File: config.mk
export PLATFORM = sky130hd
export DESIGN_NAME = exhaust_mode_fsm
export DESIGN_NICKNAME = d
export VERILOG_FILES = /design/src/rtl/exhaust_mode_fsm_pkg.sv /design/src/rtl/exhaust_mode_fsm_key_arbiter.sv /design/src/rtl/exhaust_mode_fsm.sv
export SDC_FILE = /design/constraint.sdc
export NUM_CORES = 1
export LEC_CHECK = 0
export BUFFER_PORTS_ARGS = -buffer_cell sky130_fd_sc_hd__buf_2
export CELL_PAD_IN_SITES_DETAIL_PLACEMENT = 0
export CELL_PAD_IN_SITES_GLOBAL_PLACEMENT = 1
export CORE_AREA = 2 2 59 61
export CTS_CLUSTER_SIZE = 16
export DETAILED_ROUTE_END_ITERATION = 8
export DIE_AREA = 0 0 61 63
export PLACE_DENSITY_LB_ADDON = 0.08
export REMOVE_ABC_BUFFERS = 1
export SLEW_MARGIN = 20
export SYNTH_ARGS = -nofsm -noshare
export SYNTH_HDL_FRONTEND = slang
export SYNTH_HIERARCHICAL = 1
export SYNTH_SLANG_ARGS = --single-unit
File: constraint.sdc
create_clock -name clk -period 2.3 [get_ports clk]
set_input_delay 0.46 -clock clk [delete_from_list [all_inputs] [get_ports clk]]
set_output_delay 0.46 -clock clk [all_outputs]
set_load 0.05 [all_outputs]
File: src/rtl/exhaust_mode_fsm_pkg.sv
// Shared types and constants for the kitchen-exhaust mode controller.
// State encodings double as the externally visible mode code.
package exhaust_mode_fsm_pkg;

    localparam int MAX_WIDTH         = 8;
    localparam int MAX_SEC           = (1 << MAX_WIDTH) - 1;
    localparam int HURRICANE_SEC_DEF = 60;
    localparam int CLEAN_SEC_DEF     = 180;
    localparam int GUARD_CYCLES      = 2;

    typedef enum logic [2:0] {
        ST_OFF     = 3'd0,
        ST_STANDBY = 3'd1,
        ST_LEVEL1  = 3'd2,
        ST_LEVEL2  = 3'd3,
        ST_LEVEL3  = 3'd4,
        ST_CLEAN   = 3'd5
    } mode_e;

    typedef enum logic [2:0] {
        KEY_NONE  = 3'd0,
        KEY_POWER = 3'd1,
        KEY_CLEAN = 3'd2,
        KEY_L3    = 3'd3,
        KEY_L2    = 3'd4,
        KEY_L1    = 3'd5
    } key_e;

    function automatic logic [1:0] fan_of(input mode_e m);
        logic [1:0] f;
        case (m)
            ST_LEVEL1: f = 2'd1;
            ST_LEVEL2: f = 2'd2;
            ST_LEVEL3: f = 2'd3;
            default:   f = 2'd0;
        endcase
        return f;
    endfunction

    function automatic logic is_timed(input mode_e m);
        return (m == ST_LEVEL3) || (m == ST_CLEAN);
    endfunction

endpackage

File: src/rtl/exhaust_mode_fsm_key_arbiter.sv
// Combinational priority select of the debounced key pulses:
// power > clean > l3 > l2 > l1, so at most one key acts per cycle.
module exhaust_mode_fsm_key_arbiter
    import exhaust_mode_fsm_pkg::*;
(
    input  logic key_power,
    input  logic key_l1,
    input  logic key_l2,
    input  logic key_l3,
    input  logic key_clean,
    output key_e key_sel
);

    // Highest-priority pending key wins
    always_comb begin
        key_sel = KEY_NONE;
        if (key_power) begin
            key_sel = KEY_POWER;
        end else if (key_clean) begin
            key_sel = KEY_CLEAN;
        end else if (key_l3) begin
            key_sel = KEY_L3;
        end else if (key_l2) begin
            key_sel = KEY_L2;
        end else if (key_l1) begin
            key_sel = KEY_L1;
        end else begin
            key_sel = KEY_NONE;
        end
    end

endmodule

File: src/rtl/exhaust_mode_fsm.sv
// Exhaust-fan mode controller: key-driven fan levels plus two timed modes
// (hurricane and self-clean) that hand off to an external countdown timer.
module exhaust_mode_fsm
    import exhaust_mode_fsm_pkg::*;
#(
    parameter int HURRICANE_SEC = HURRICANE_SEC_DEF,
    parameter int CLEAN_SEC     = CLEAN_SEC_DEF
) (
    input  logic                 clk,
    input  logic                 rstn,
    input  logic                 key_power,
    input  logic                 key_l1,
    input  logic                 key_l2,
    input  logic                 key_l3,
    input  logic                 key_clean,
    input  logic                 timer_done,
    input  logic [MAX_WIDTH-1:0] timer_count,
    output logic                 timer_start,
    output logic [MAX_WIDTH-1:0] timer_load,
    output logic                 timer_reset,
    output logic [2:0]           mode,
    output logic [1:0]           fan_level,
    output logic [MAX_WIDTH-1:0] remaining_sec,
    output logic                 hurricane_used
);

    generate
        if ((HURRICANE_SEC < 1) || (HURRICANE_SEC > MAX_SEC)) begin : g_bad_hurricane
            $error("HURRICANE_SEC does not fit in MAX_WIDTH bits");
        end
        if ((CLEAN_SEC < 1) || (CLEAN_SEC > MAX_SEC)) begin : g_bad_clean
            $error("CLEAN_SEC does not fit in MAX_WIDTH bits");
        end
    endgenerate

    localparam logic [MAX_WIDTH-1:0] HURRICANE_LOAD = MAX_WIDTH'(HURRICANE_SEC);
    localparam logic [MAX_WIDTH-1:0] CLEAN_LOAD     = MAX_WIDTH'(CLEAN_SEC);
    localparam logic [1:0]           GUARD_LAST     = 2'(GUARD_CYCLES);

    mode_e                state_r;
    mode_e                state_nxt_s;
    key_e                 key_sel_s;
    logic [1:0]           guard_cnt_r;
    logic                 guard_done_s;
    logic                 expiry_s;
    logic                 keyed_exit_s;
    logic                 entering_timed_s;
    logic                 exit_pend_r;
    logic                 timer_start_r;
    logic                 timer_reset_r;
    logic [MAX_WIDTH-1:0] timer_load_r;
    logic [MAX_WIDTH-1:0] remaining_sec_r;
    logic [1:0]           fan_level_r;
    logic                 hurricane_used_r;

    exhaust_mode_fsm_key_arbiter u_key_arbiter (
        .key_power (key_power),
        .key_l1    (key_l1),
        .key_l2    (key_l2),
        .key_l3    (key_l3),
        .key_clean (key_clean),
        .key_sel   (key_sel_s)
    );

    // The timer still reports its idle done for a cycle or two after start,
    // so done is only trusted once the guard has elapsed.
    assign guard_done_s = (guard_cnt_r == GUARD_LAST);
    assign expiry_s     = is_timed(state_r) && guard_done_s && timer_done;

    // Next-state decode; in LEVEL3 a key takes precedence over expiry
    always_comb begin
        state_nxt_s  = state_r;
        keyed_exit_s = 1'b0;
        case (state_r)
            ST_OFF: begin
                if (key_sel_s == KEY_POWER) begin
                    state_nxt_s = ST_STANDBY;
                end else begin
                    state_nxt_s = ST_OFF;
                end
            end
            ST_STANDBY: begin
                case (key_sel_s)
                    KEY_POWER: state_nxt_s = ST_OFF;
                    KEY_CLEAN: state_nxt_s = ST_CLEAN;
                    KEY_L3:    state_nxt_s = hurricane_used_r ? ST_STANDBY : ST_LEVEL3;
                    KEY_L2:    state_nxt_s = ST_LEVEL2;
                    KEY_L1:    state_nxt_s = ST_LEVEL1;
                    default:   state_nxt_s = ST_STANDBY;
                endcase
            end
            ST_LEVEL1, ST_LEVEL2: begin
                case (key_sel_s)
                    KEY_POWER: state_nxt_s = ST_OFF;
                    KEY_L3:    state_nxt_s = hurricane_used_r ? state_r : ST_LEVEL3;
                    KEY_L2:    state_nxt_s = ST_LEVEL2;
                    KEY_L1:    state_nxt_s = ST_LEVEL1;
                    default:   state_nxt_s = state_r;
                endcase
            end
            ST_LEVEL3: begin
                case (key_sel_s)
                    KEY_POWER: begin
                        state_nxt_s  = ST_OFF;
                        keyed_exit_s = 1'b1;
                    end
                    KEY_L2: begin
                        state_nxt_s  = ST_LEVEL2;
                        keyed_exit_s = 1'b1;
                    end
                    KEY_L1: begin
                        state_nxt_s  = ST_LEVEL1;
                        keyed_exit_s = 1'b1;
                    end
                    default: begin
                        state_nxt_s  = expiry_s ? ST_STANDBY : ST_LEVEL3;
                        keyed_exit_s = 1'b0;
                    end
                endcase
            end
            ST_CLEAN: begin
                if (expiry_s) begin
                    state_nxt_s = ST_STANDBY;
                end else begin
                    state_nxt_s = ST_CLEAN;
                end
            end
            default: begin
                state_nxt_s  = ST_OFF;
                keyed_exit_s = 1'b0;
            end
        endcase
    end

    assign entering_timed_s = (state_nxt_s != state_r) && is_timed(state_nxt_s);

    // Guard counter restarts on every state change and saturates
    always_ff @(posedge clk or negedge rstn) begin
        if (!rstn) begin
            guard_cnt_r <= 2'd0;
        end else if (state_nxt_s != state_r) begin
            guard_cnt_r <= 2'd0;
        end else if (guard_cnt_r != GUARD_LAST) begin
            guard_cnt_r <= guard_cnt_r + 2'd1;
        end else begin
            guard_cnt_r <= guard_cnt_r;
        end
    end

    // State, display and hurricane-lockout registers
    always_ff @(posedge clk or negedge rstn) begin
        if (!rstn) begin
            state_r          <= ST_OFF;
            fan_level_r      <= 2'd0;
            hurricane_used_r <= 1'b0;
        end else begin
            state_r     <= state_nxt_s;
            fan_level_r <= fan_of(state_nxt_s);
            if ((state_nxt_s == ST_LEVEL3) && (state_r != ST_LEVEL3)) begin
                hurricane_used_r <= 1'b1;
            end else if (state_nxt_s == ST_OFF) begin
                hurricane_used_r <= 1'b0;
            end else begin
                hurricane_used_r <= hurricane_used_r;
            end
        end
    end

    // Timer handshake: start in the first timed cycle, abort one cycle after a keyed exit
    always_ff @(posedge clk or negedge rstn) begin
        if (!rstn) begin
            timer_start_r   <= 1'b0;
            timer_load_r    <= '0;
            exit_pend_r     <= 1'b0;
            timer_reset_r   <= 1'b0;
            remaining_sec_r <= '0;
        end else begin
            timer_start_r <= entering_timed_s;
            if (entering_timed_s) begin
                timer_load_r <= (state_nxt_s == ST_LEVEL3) ? HURRICANE_LOAD : CLEAN_LOAD;
            end else begin
                timer_load_r <= '0;
            end
            exit_pend_r   <= keyed_exit_s;
            timer_reset_r <= exit_pend_r;
            if (is_timed(state_r) && guard_done_s) begin
                remaining_sec_r <= timer_count;
            end else begin
                remaining_sec_r <= '0;
            end
        end
    end

    assign mode           = state_r;
    assign fan_level      = fan_level_r;
    assign hurricane_used = hurricane_used_r;
    assign timer_start    = timer_start_r;
    assign timer_load     = timer_load_r;
    assign timer_reset    = timer_reset_r;
    assign remaining_sec  = remaining_sec_r;

endmodule

==> results of run 1 <==
-- metal layers --
metal	routed length (um)	vias up	global-route usage
met5	0	-	0
met4	27	0	0.05707
met3	118	2	0.02070
met2	1005	28	0.1855
met1	999	405	0.1712
li1	-	425	-
-- final timing paths --
check / startpoint / endpoint / depth (start not counted)
max: key_clean / fan_level[1] / 8
min: rstn / remaining_sec[3] / 1
max reg2reg: guard_cnt_r[0] / fan_level[1] / 6
min reg2reg: exit_pend_r / timer_reset / 0
max in group asynchronous: rstn / exit_pend_r / 1
min in group clk: exit_pend_r / timer_reset / 0
-- flip-flops by register name, indices dropped and copies added (netlist names) --
signal	count
exit_pend_r	1
hurricane_used	1
timer_load	3
mode	3
fan_level	2
guard_cnt_r	2
timer_reset	1
remaining_sec	8
-- synthesized netlist by cell type, drive strengths merged --
cell type / count
a211o: 2
a211oi: 1
a21boi: 1
a21oi: 5
a221oi: 1
a311o: 1
and2: 2
and2b: 1
and3: 9
buf: 10
clkbuf: 3
conb: 1
dfrtp: 21
ha: 1
inv: 8
mux2i: 2
nand2: 6
nand2b: 2
nand3b: 1
nand4b: 4
nor2: 10
nor3b: 1
nor4: 1
nor4b: 1
o211a: 1
o21ai: 3
o221a: 1
o311ai: 1
or2b: 1
or3b: 1
or4b: 1
xor2: 1
-- report_power, final --
part | internal, mW | total [mW] | leakage (nW) | switching [mW]
clock network | 0.0674 | 0.170 | 0.0150 | 0.103
logic | 0.286 | 0.825 | 0.462 | 0.539
registers | 0.450 | 0.533 | 0.284 | 0.0826
-- layout make-up --
type,count,area [um^2]
Fill cell,340,1907
Sequential cell,21,525.5
Multi-Input combinational cell,65,452.9
Timing Repair Buffer,43,232.7
Tap cell,46,57.56
Inverter,8,30.03
Clock buffer,4,26.28
-- worst reg2reg max path: stages (launching register included) --
cell and delay (ns):
dfrtp_1 0.41, inv_1 0.07, ha_1 0.35, nand2_1 0.18, a221oi_4 0.33, o211a_4 0.25, mux2i_1 0.19
-- cell usage in the layout, fill, tap and decap left out, types with 2 or more instances in the layout --
cell | netlist | routed
nor2_1 | 10 | 10
dfrtp_1 | 21 | 21
o21ai_0 | 3 | 3
nand2_1 | 6 | 6
mux2i_1 | 2 | 2
buf_4 | 7 | 7
a21oi_1 | 5 | 5
and3_1 | 8 | 8
clkbuf_4 | 0 | 3
conb_1 | 1 | 3
inv_1 | 8 | 8
buf_2 | 1 | 36
nand2b_1 | 2 | 2
nand4b_1 | 4 | 4
-- cells by family after synthesis --
kind of cell	count (synthesis)	share of synthesized area
simple gates	41	0.2234
flops	21	0.4811
buf+inv	21	0.1111
compound gates	17	0.1432
mux	2	0.01833
fa+ha+maj	1	0.01145
other cells	1	0.003433
xor+xnor	1	0.008020
==> impl_metrics.toml, run 1 <==
[placement]
place_area_um2 = 1299
placement.setup.worst_slack_ns = 0.08178
gp_congestion = 0.7443
dp_hpwl_mm = 1.643
cells_after_dpl = 183
io_buffer_count = 36

[clock_network]
clock_sinks = 21
cts.clk_slew.worst_paths_ns = 0.11
tritoncts = "yes"
clk-insertion-delay-late_ns = 0.29
postCtsHoldBufs = 0
cts_bufs_inserted = 3
clockBufferDepth = 2
cts_repair_resize_count = 0
h-tree-depth = 1
clk_root_buffer_cell = "clkbuf_4"
cts_setup_buffers = 0

[grt]
grt_start_max_net_pins = 22
number_of_antenna_violations_at_the_first_check_in_global_routing = 0
number_of_global_route_vias_before_repair = 802
groute.usage.overall = 0.1240
globalRoute.totalOverflow = 0
grt_first_pass_wirelength_mm = 3.615

[timing]
hold_slack_ns = 0.09641
timing.fmax_ghz = 0.5185
final.setup_skew_ns = 0.001969
final_max_slew_viol_count = 0
finalWorstPathRequiredPeriod_ns = 1.929
timing.setup.tns_ns = 0
timing.final.crit_share = 0.8386
final_hold_viol_count = 0
worst_slack_ns = 0.3713
setup_viol = 0
rsz0062_at_grt = "no"

[setup_path]
timing.critical_path.max_delay_family = "compound AO/OA/AOI/OAI gates"
worst_ep_arrival_time_ns = 2.15
worst-endpoint-required_ns = 2.52
timing.setup.critical_path_class = "input port to register"
critPathBufInv = 1
worstPathCellList = "buf_2 > nor3b_1 > a211o_1 > or4b_1 > a21oi_1 > a211o_2 > o211a_4 > mux2i_1"
cp-end-kind = "register"
crit_slowest_cell = "or4b_1"
timing.critical_path.slowest_cell_delay_ns = 0.45
critPathLaunchType = "input port"
critical_path_peak_fanout = 6
reg2reg_slack_ns = 0.45

[synth]
mappedNetlistArea_um2 = 1092
synth_seq_cells = 21
synth_largest_type_area_fraction = 0.4811
synth_sequential_area_ratio = 0.4811
post_synth_top_area_cell = "dfrtp_1"
count_of_mapped_cells_out_of_synthesis = 105
yosys.cell_types.count = 37
netlist_top_cells_area = "dfrtp_1 48%, buf_4 4.8%, and3_1 4.6%"
yosys_warning_total = 6
synthesis.area_per_instance_um2 = 10.40

[finish]
synthToLayoutAreaGrowth_pct = 21.31
layoutNonFillerInstCount = 187
layout.nets = 159
final_layout_size_suffix_gt1_frac = 0.3830
finalInstanceArea_um2 = 1325
antenna_diode_count = 0
finish.utilization = 0.4100

[power_and_ir_drop]
power_density_nw_per_um2 = 1154
static-leakage-power_nw = 0.7603
total_power_mw = 1.529
ir_worst_vdd_v = 0.0005382

[floorplanning]
core_area_um2 = 3232
dieWidth_um = 61
start_util = 0.3380
die_height_um = 63
placementRows = 21
boundaryPins = 40
floorplan.die_area_um2 = 3843

[route]
drc = 0
vias = 860
drt.antenna.violating_nets = 0
wire_per_inst_um = 11.50
dr.first_iter.drc_count = 43
wirelength_mm = 2.150
drt_pass1_iterations = 4
vias_per_cell = 4.599

[hold_path]
worstHoldPathType = "input port to asynchronous set/reset pin"

[job]
timing.max_cap.violations = 0

[run_status]
status = "complete, no violations"
Note: power is estimated with default switching activity, not from simulation.
==> inputs of run 2 (changes only) <==
--- a/config.mk
+++ b/config.mk
@@ -8,10 +8,10 @@
 export BUFFER_PORTS_ARGS = -buffer_cell sky130_fd_sc_hd__buf_2
 export CELL_PAD_IN_SITES_DETAIL_PLACEMENT = 0
 export CELL_PAD_IN_SITES_GLOBAL_PLACEMENT = 1
-export CORE_AREA = 2 2 59 61
+export CORE_AREA = 2 2 62 64
 export CTS_CLUSTER_SIZE = 16
 export DETAILED_ROUTE_END_ITERATION = 8
-export DIE_AREA = 0 0 61 63
+export DIE_AREA = 0 0 64 66
 export PLACE_DENSITY_LB_ADDON = 0.08
 export REMOVE_ABC_BUFFERS = 1
 export SLEW_MARGIN = 20
==> constraint.sdc (replaced) <==
create_clock -name clk -period 1.75 [get_ports clk]
set_input_delay 0.35 -clock clk [delete_from_list [all_inputs] [get_ports clk]]
set_output_delay 0.35 -clock clk [all_outputs]
set_load 0.05 [all_outputs]
==> impl_metrics.toml, run 2 (synthesis gave the netlist of run 1 again) <==
[setup_path]
reg2reg_slack_ns = 0.03
critPathLaunchType = "input port"
crit_slowest_cell = "or4b_4"
worst_ep_arrival_time_ns = 1.95
worstPathCellList = "buf_2 > nor2_2 > nor4_2 > buf_4 > or4b_4 > a21oi_2 > a211o_2 > o211a_4 > mux2i_1"
critical_path_peak_fanout = 6
timing.setup.critical_path_class = "input port to register"
reg2reg_depth = 5
timing.critical_path.slowest_cell_delay_ns = 0.53
worst-endpoint-required_ns = 1.97
cp-end-kind = "register"

[timing]
finalWorstPathRequiredPeriod_ns = 1.725
rsz0062_at_grt = "yes"
hold_slack_ns = 0.2827
setup_viol = 0
final_hold_viol_count = 0
final.setup_skew_ns = 0.005451
final_max_slew_viol_count = 0
timing.fmax_ghz = 0.5797
timing.final.crit_share = 0.9857
worst_slack_ns = 0.02506
timing.setup.tns_ns = 0

[grt]
number_of_global_route_vias_before_repair = 897
grt_start_max_net_pins = 22
grt_first_pass_wirelength_mm = 3.891
groute.usage.overall = 0.1207
globalRoute.totalOverflow = 0
number_of_antenna_violations_at_the_first_check_in_global_routing = 0

[clock_network]
clock_sinks = 21
clk_root_buffer_cell = "clkbuf_4"
tritoncts = "yes"
clockBufferDepth = 2
cts_bufs_inserted = 3
cts.clk_slew.worst_paths_ns = 0.11
h-tree-depth = 1
clk-insertion-delay-late_ns = 0.29

[floorplanning]
dieWidth_um = 64
die_height_um = 66
floorplan.die_area_um2 = 4224
placementRows = 22
core_area_um2 = 3551
start_util = 0.3076
boundaryPins = 40

[finish]
layoutNonFillerInstCount = 204
layout.nets = 174
layout.cells.most_common_list = "36 x buf_2, 21 x buf_4, 20 x dfrtp_1, 9 x nor2_1"
finalInstanceArea_um2 = 1465
synthToLayoutAreaGrowth_pct = 34.14
n_fill_cell = 357
final_layout_size_suffix_gt1_frac = 0.4744
finish.utilization = 0.4126
antenna_diode_count = 0
layout_commonest_cell = "buf_2"
largest_register_ff_count = 8

[power_and_ir_drop]
static-leakage-power_nw = 0.8364
p_sw_frac = 0.4575
seq_power_share = 0.312
power_report.internal_total_mw = 1.167
power.combinational.fraction = 0.585
switchingPower_mw = 0.9846
ir_worst_vdd_v = 0.0004881
total_power_mw = 2.152
power_density_nw_per_um2 = 1469
share_clk_of_total_power = 0.103

[placement]
cells_after_dpl = 198
gp_congestion = 0.7484
place_area_um2 = 1399
dp_hpwl_mm = 1.812
io_buffer_count = 36
placement.setup.worst_slack_ns = -0.3189

[run_status]
status = "complete, no violations"

[job]
timing.max_cap.violations = 0

[route]
wire_per_inst_um = 11.72
drt_pass1_iterations = 4
drt.antenna.violating_nets = 0
dr.first_iter.drc_count = 16
vias_per_cell = 4.539
drc = 0
wirelength_mm = 2.390
vias = 926

[hold_path]
worstHoldPathType = "input port to register"
hold_path_depth = 2
[run 2: cell type report]
type | instances | area, um^2 | area share
inverters | 8 | 30.03 | 0.02050
well taps | 48 | 60.06 | 0.04099
clock buffers | 4 | 26.28 | 0.01793
flip-flops and latches | 21 | 526.8 | 0.3595
multi-input cells | 65 | 474.2 | 0.3237
repair buffers | 58 | 347.8 | 0.2374
[run 2: worst paths after layout]
kind	start	end
max in group asynchronous	rstn	mode[0]
hold / removal	timer_count[0]	remaining_sec[0]
setup reg to reg	mode[0]	fan_level[1]
hold reg to reg	exit_pend_r	timer_reset
min in group asynchronous	rstn	remaining_sec[6]
setup / recovery	key_l1	fan_level[1]
[run 2: critical path: cells and delay by family]
kind                   cells  cell delay [ns]
AND/OR/NAND/NOR            3             0.68
AO/OA/AOI/OAI              3             0.47
multiplexers               1             0.18
buffers and inverters      2             0.26
[run 2: layer usage]
metal	GRT usage	part of all wire	up-vias
li1	-	-	450
met1	0.1502	0.44	439
met2	0.1979	0.49	33
met3	0.01704	0.049	4
met4	0.07337	0.021	0
met5	0	0	-
[run 2: what timing repair did]
item | in CTS | in global routing
resized for setup | 1 | 6
setup buffers | 0 | 1
endpoints found under the setup margin | 1 | 4
hold endpoints to repair | 10 | 0
hold buffers | 1 | 0
pin swaps | 0 | 2
[run 2: power groups by stage]
stage	combinational [mW]	clock, mW	sequential, mW
4_1_cts	1.23	0.238	0.669
3_3_place_gp	1.21	0	0.676
6_report	1.26	0.222	0.671
2_1_floorplan	0.449	0	1.05
3_5_place_dp	1.23	0	0.675
5_1_grt	1.35	0.262	0.686
